### config.mk
export PLATFORM = sky130hd
export DESIGN_NAME = display_timing_gen
export DESIGN_NICKNAME = d
export VERILOG_FILES = /design/src/rtl/vga_timing_pkg.sv /design/src/rtl/clk_enable_div.sv /design/src/rtl/display_timing_gen.sv
export SDC_FILE = /design/constraint.sdc
export NUM_CORES = 1
export LEC_CHECK = 0
export ABC_AREA = 1
export CAP_MARGIN = 20
export CORE_MARGIN = 4
export CORE_UTILIZATION = 30
export DETAILED_ROUTE_END_ITERATION = 8
export GPL_ROUTABILITY_DRIVEN = 0
export GPL_TIMING_DRIVEN = 0
export MAX_ROUTING_LAYER = met4
export PLACE_DENSITY_LB_ADDON = 0.1
export SKIP_LAST_GASP = 1
export SLEW_MARGIN = 10
export SYNTH_ARGS = -nofsm -noshare
export SYNTH_HDL_FRONTEND = slang
export SYNTH_SLANG_ARGS = --single-unit
### constraint.sdc
create_clock -name clk -period 4.6 [get_ports clk]
set_clock_uncertainty 0.2 [all_clocks]
set_input_delay 0.69 -clock clk [delete_from_list [all_inputs] [get_ports clk]]
set_output_delay 0.69 -clock clk [all_outputs]
set_load 0.01 [all_outputs]
### src/rtl/vga_timing_pkg.sv
// Shared VGA timing package: default 640x480@60 timing constants,
// 12-bit RGB colour constants used by the display blocks, and a small
// helper for sizing counters.
package vga_timing_pkg;

    // Default horizontal timing, in pixels.
    localparam int DEF_H_TOTAL     = 800;
    localparam int DEF_H_SYNC      = 96;
    localparam int DEF_H_VIS_START = 144;
    localparam int DEF_H_VIS_END   = 783;

    // Default vertical timing, in lines.
    localparam int DEF_V_TOTAL     = 525;
    localparam int DEF_V_SYNC      = 2;
    localparam int DEF_V_VIS_START = 35;
    localparam int DEF_V_VIS_END   = 514;

    // Default pixel clock divider (100 MHz system clock -> 25 MHz pixels).
    localparam int DEF_PIX_DIV     = 4;

    // Default number of frames per game-logic update.
    localparam int DEF_TICK_FRAMES = 2;

    // Width of the screen-position counters.
    localparam int POS_W = 10;

    // 12-bit colours, 4 bits per channel, packed as {R, G, B}.
    localparam logic [11:0] COLOR_BLACK   = 12'h000;
    localparam logic [11:0] COLOR_WHITE   = 12'hFFF;
    localparam logic [11:0] COLOR_RED     = 12'hF00;
    localparam logic [11:0] COLOR_GREEN   = 12'h0F0;
    localparam logic [11:0] COLOR_BLUE    = 12'h00F;
    localparam logic [11:0] COLOR_YELLOW  = 12'hFF0;
    localparam logic [11:0] COLOR_CYAN    = 12'h0FF;
    localparam logic [11:0] COLOR_MAGENTA = 12'hF0F;
    localparam logic [11:0] COLOR_GREY    = 12'h888;

    // Bits needed to hold 0..n-1, never less than one bit.
    function automatic int cnt_width(input int n);
        return (n > 1) ? $clog2(n) : 1;
    endfunction

endpackage

### src/rtl/clk_enable_div.sv
// Clock-enable divider: produces a one-cycle strobe every DIV clk cycles.
// The strobe is high while the internal counter sits at DIV-1, so after
// reset release the first strobe appears in the DIV-th cycle. With DIV==1
// the strobe is constantly high.
module clk_enable_div
    import vga_timing_pkg::*;
#(
    parameter int DIV = 4
) (
    input  logic clk,
    input  logic rst,
    output logic en
);

    generate
        if (DIV <= 1) begin : g_passthru
            // No division: every clk cycle is an enable cycle.
            logic unused_inputs;
            assign unused_inputs = clk ^ rst;
            assign en = 1'b1;
        end else begin : g_div
            localparam int            CW   = cnt_width(DIV);
            localparam logic [CW-1:0] LAST = CW'(DIV - 1);

            logic [CW-1:0] div_cnt;

            // Free-running modulo-DIV counter, cleared asynchronously by rst.
            always_ff @(posedge clk or posedge rst) begin
                if (rst) begin
                    div_cnt <= '0;
                end else if (div_cnt == LAST) begin
                    div_cnt <= '0;
                end else begin
                    div_cnt <= div_cnt + CW'(1);
                end
            end

            // div_cnt is zero in reset and LAST is non-zero, so en is low in reset.
            assign en = (div_cnt == LAST);
        end
    endgenerate

endmodule

### src/rtl/display_timing_gen.sv
// VGA display timing generator.
// Divides clk down to the pixel rate, runs the horizontal/vertical screen
// counters, decodes active-low syncs and the visible-window flag straight
// from the counters, and emits a one-clk frame_tick at the start of
// vertical blanking.
// Optional feature: define GAME_TICK_EN to add a frame counter that raises
// game_tick on every TICK_FRAMES-th frame_tick; otherwise game_tick is 0.
module display_timing_gen
    import vga_timing_pkg::*;
#(
    parameter int PIX_DIV     = DEF_PIX_DIV,
    parameter int H_TOTAL     = DEF_H_TOTAL,
    parameter int V_TOTAL     = DEF_V_TOTAL,
    parameter int H_SYNC      = DEF_H_SYNC,
    parameter int V_SYNC      = DEF_V_SYNC,
    parameter int H_VIS_START = DEF_H_VIS_START,
    parameter int H_VIS_END   = DEF_H_VIS_END,
    parameter int V_VIS_START = DEF_V_VIS_START,
    parameter int V_VIS_END   = DEF_V_VIS_END,
    parameter int TICK_FRAMES = DEF_TICK_FRAMES
) (
    input  logic       clk,
    input  logic       rst,
    output logic       pix_en,
    output logic [9:0] hCount,
    output logic [9:0] vCount,
    output logic       hSync,
    output logic       vSync,
    output logic       bright,
    output logic       frame_tick,
    output logic       game_tick
);

    // Timing constants narrowed to counter width for clean comparisons.
    localparam logic [POS_W-1:0] H_LAST    = POS_W'(H_TOTAL - 1);
    localparam logic [POS_W-1:0] V_LAST    = POS_W'(V_TOTAL - 1);
    localparam logic [POS_W-1:0] H_SYNC_C  = POS_W'(H_SYNC);
    localparam logic [POS_W-1:0] V_SYNC_C  = POS_W'(V_SYNC);
    localparam logic [POS_W-1:0] H_VS_C    = POS_W'(H_VIS_START);
    localparam logic [POS_W-1:0] H_VE_C    = POS_W'(H_VIS_END);
    localparam logic [POS_W-1:0] V_VS_C    = POS_W'(V_VIS_START);
    localparam logic [POS_W-1:0] V_VE_C    = POS_W'(V_VIS_END);

    logic h_last;
    logic v_last;
    logic frame_evt;
    logic h_vis;
    logic v_vis;

    clk_enable_div #(
        .DIV (PIX_DIV)
    ) u_pix_div (
        .clk (clk),
        .rst (rst),
        .en  (pix_en)
    );

    assign h_last = (hCount == H_LAST);
    assign v_last = (vCount == V_LAST);

    // The pixel edge that moves vCount from the last visible line into blanking.
    assign frame_evt = pix_en & h_last & (vCount == V_VE_C);

    // Screen position counters: hCount advances per pixel, vCount per line wrap.
    always_ff @(posedge clk or posedge rst) begin
        if (rst) begin
            hCount <= '0;
            vCount <= '0;
        end else if (pix_en) begin
            if (h_last) begin
                hCount <= '0;
                vCount <= v_last ? '0 : vCount + POS_W'(1);
            end else begin
                hCount <= hCount + POS_W'(1);
            end
        end
    end

    // Zero-latency decode from the registered counters; forced low during rst.
    assign h_vis  = (hCount >= H_VS_C) && (hCount <= H_VE_C);
    assign v_vis  = (vCount >= V_VS_C) && (vCount <= V_VE_C);
    assign hSync  = ~rst & (hCount >= H_SYNC_C);
    assign vSync  = ~rst & (vCount >= V_SYNC_C);
    assign bright = ~rst & h_vis & v_vis;

    // One-clk frame pulse, registered so it coincides with vCount reading V_VIS_END+1.
    always_ff @(posedge clk or posedge rst) begin
        if (rst) begin
            frame_tick <= 1'b0;
        end else begin
            frame_tick <= frame_evt;
        end
    end

`ifdef GAME_TICK_EN
    localparam int            FW     = cnt_width(TICK_FRAMES);
    localparam logic [FW-1:0] F_LAST = FW'(TICK_FRAMES - 1);

    logic [FW-1:0] frame_cnt;

    // Count frames modulo TICK_FRAMES; game_tick rides on the wrapping frame_tick.
    always_ff @(posedge clk or posedge rst) begin
        if (rst) begin
            frame_cnt <= '0;
            game_tick <= 1'b0;
        end else begin
            game_tick <= frame_evt & (frame_cnt == F_LAST);
            if (frame_evt) begin
                frame_cnt <= (frame_cnt == F_LAST) ? '0 : frame_cnt + FW'(1);
            end
        end
    end
`else
    localparam int UNUSED_TICK_FRAMES = TICK_FRAMES;
    assign game_tick = 1'b0;
`endif

endmodule
==> out/qor.yml <==
cts:
  cts_tree: "yes"
  cts.sink_count: 23
  post_cts_buffers: 0
  cts_hold_buf: 0
  ctsResizeCount: 0
  clock_latency_ns: 0.27
  clk_path_buf_depth: 2
  cts_buffers: 3
  htreeDepth: 1
  clkTransAtPathRegs_ns: 0.10
  cts_root_buf: "clkbuf_8"
timing:
  tns_ns: 0
  rsz0062_at_grt: "no"
  setup_viol: 0
  post-route-min-period_ns: 3.43
  slew_violations: 0
  hold_viol: 0
  max_freq_mhz: 292
  min_period_over_period: 0.745
power:
  internal-power_w: 0.000267
  p_clk_frac: 0.392
  ir_drop_uv: 80.0
  sequentialPowerShare: 0.582
  p_per_area_mw_per_mm2: 188
  netSwitchingPower_w: 0.0000801
  pwr-share-comb: 0.027
  sw_frac_of_total: 0.231
  leakage_nw: 0.919
status:
  status: "finished clean"
grt:
  grt_overflow: 0
  grt_antenna_before_repair: 0
  grtUsageTotal: 0.118
  grt_pass1_wl_mm: 5.58
  grt_pass1_vias: 1169
  grt_max_degree: 26
floorplan:
  fp.dieW_um: 77.3
  rows: 24
  start_util: 0.320
  io-pin-count: 28
  core-area_mm2: 0.00450
  die_h_um: 77.3
  die_area_mm2: 0.00598
drt:
  wl_mm: 3.36
  drtPass1Iterations: 4
  avgViaCountPerCell: 4.49
  drt_iter0_markers: 65
  antenna_left: 0
  vias: 1254
  drc: 0
  wl_per_cell_um: 12.1
critical_path:
  startpoint_type: "primary input"
  cp-end-kind: "output port"
  worstPathRequired_ns: 3.71
  path_class: "primary input to output port"
  path_cells: "clkdlybuf4s50_1 -> inv_1 -> buf_16 -> nand2_1 -> a21oi_1 -> nand3_1 -> nor2_1 -> clkdlybuf4s50_1"
  critPathMaxStageDelay_ns: 0.54
  critPathArrivalTime_ns: 2.54
  critPathSlowestCell: "clkdlybuf4s50_1"
  critical_path.max_fanout: 18
  crit_top_cell: "clkdlybuf4s50_1"
logic_synthesis:
  syn-mean-instance-area_um2: 7.35
  synth_cells: 196
  async_reset_ff_frac: 1.00
  synth_top_area_share: 0.399
  yosysSeqAreaShare: 0.399
  synth-edff-count: 0
  ys_ff_latch: 23
  synth_fp_nets: 204
  yosysWarningCount: 0
  ys.flop_type: "dfrtp_1"
  synth_area_mm2: 0.00144
  yosys.area.top_type: "dfrtp_1"
  ys_types: 26
  yosys-top-cells-area: "dfrtp_1 40%, nand2_1 15%, nand3_1 6.3%"
layout:
  layout.nets: 236
  num_antenna_cells: 0
  seq_area_um2: 576
  multi_input_area_um2: 741
  fin_util: 0.409
  syn_to_final_growth_pct: 27.9
  layout-drive-gt1-share: 0.0837
  fillers: 491
min_path:
  hold_class: "flop to flop"
place:
  place_hpwl_mm: 2.52
  port_buffers: 26
run:
  drv_cap: 0
sequential cells by signal (all words and copies together) (netlist names):
name	count
u_pix_div.g_div.div_cnt	2
vCount	10
frame_tick	1
hCount	10
layer usage:
metal,vias to the layer above,routed length [um],track usage
met3,2,91,0.0187
met5,-,0,-
met4,0,15,0.0267
met2,16,1440,0.166
met1,561,1820,0.177
li1,675,-,-
metrics by stage:
step | instance area (um^2) | instances | setup slack, ns | hold slack (ns) | power [W]
after floorplan | 1440 | 196 | 2.03 | 0.203 | 0.000210
after global placement | 1770 | 274 | 0.802 | 0.221 | 0.000213
after detailed placement | 1770 | 274 | 0.808 | 0.217 | 0.000213
after CTS | 1820 | 278 | 0.811 | 0.230 | 0.000351
after global routing | 1840 | 279 | 0.887 | 0.248 | 0.000362
final | 1840 | 279 | 1.17 | 0.228 | 0.000347
placed cells by master (no fill, tap or decap), types with 2 or more instances in the layout:
master	n
nand2_1	57
clkdlybuf4s50_1	26
inv_1	24
dfrtp_1	23
nor2_1	20
nand3_1	18
o21ai_0	8
xor2_1	6
ha_1	6
nand4_1	4
o21ai_1	4
xnor2_1	4
inv_2	3
nor2_2	3
nor3_1	3
clkbuf_8	3
nand2_2	2
worst max-delay path, delay by kind of cell:
kind	cells	cell delay, ns
compound gates	1	0.11
buf+inv	4	1.50
simple gates	3	0.24
cells by family (layout without fill, tap and decap cells):
family          Yosys count  count (layout)  synth area share
compound gates           14              14            0.0495
xor+xnor                 10              10            0.0608
fa+ha+maj                 6               6            0.0521
buf+inv                  30              61            0.0868
flops                    23              23             0.399
other cells               1               1           0.00260
simple gates            112             112             0.349
final cells by class:
cell class,instances,share of cell area
plain buffers,3,0.0129
flip-flops and latches,23,0.312
inverters,27,0.0550
clock buffers,3,0.0224
repair buffers,27,0.156
well taps,52,0.0353
multi-input cells,143,0.402
clock inverters,1,0.00407
path summary, 6_finish.rpt:
check | from | endpoint | slack (ns) | cells after the start
setup reg to reg | hCount[1]$_DFFE_PP0P_ | vCount[2]$_DFFE_PP0P_ | 2.91 | 7
min in group asynchronous | rst | vCount[1]$_DFFE_PP0P_ | 0.53 | 2
max in group asynchronous | rst | vCount[2]$_DFFE_PP0P_ | 3.24 | 3
setup / recovery | rst | bright | 1.17 | 8
hold reg to reg | u_pix_div.g_div.div_cnt[0]$_DFF_PP0_ | u_pix_div.g_div.div_cnt[0]$_DFF_PP0_ | 0.23 | 1
hold / removal | u_pix_div.g_div.div_cnt[0]$_DFF_PP0_ | u_pix_div.g_div.div_cnt[0]$_DFF_PP0_ | 0.23 | 1
synthesized netlist by cell type (2+ instances only):
master   number
inv_1        24
o21ai_0       8
ha_1          6
inv_2         3
o21ai_1       4
nand4_1       4
nand3_1      18
xor2_1        6
nand2_2       2
xnor2_1       4
nor2_1       20
nor2_2        3
dfrtp_1      23
nor3_1        3
nand2_1      57
power groups by stage:
stage | registers (W) | clock network [W] | logic, W
finish | 0.000202 | 0.000136 | 0.00000925
detailed placement | 0.000206 | 0 | 0.00000675
CTS | 0.000202 | 0.000142 | 0.00000674
global route | 0.000202 | 0.000150 | 0.0000105
global placement | 0.000206 | 0 | 0.00000683
floorplan | 0.000206 | 0 | 0.00000419
No activity file was read; power rests on OpenSTA's default activity.
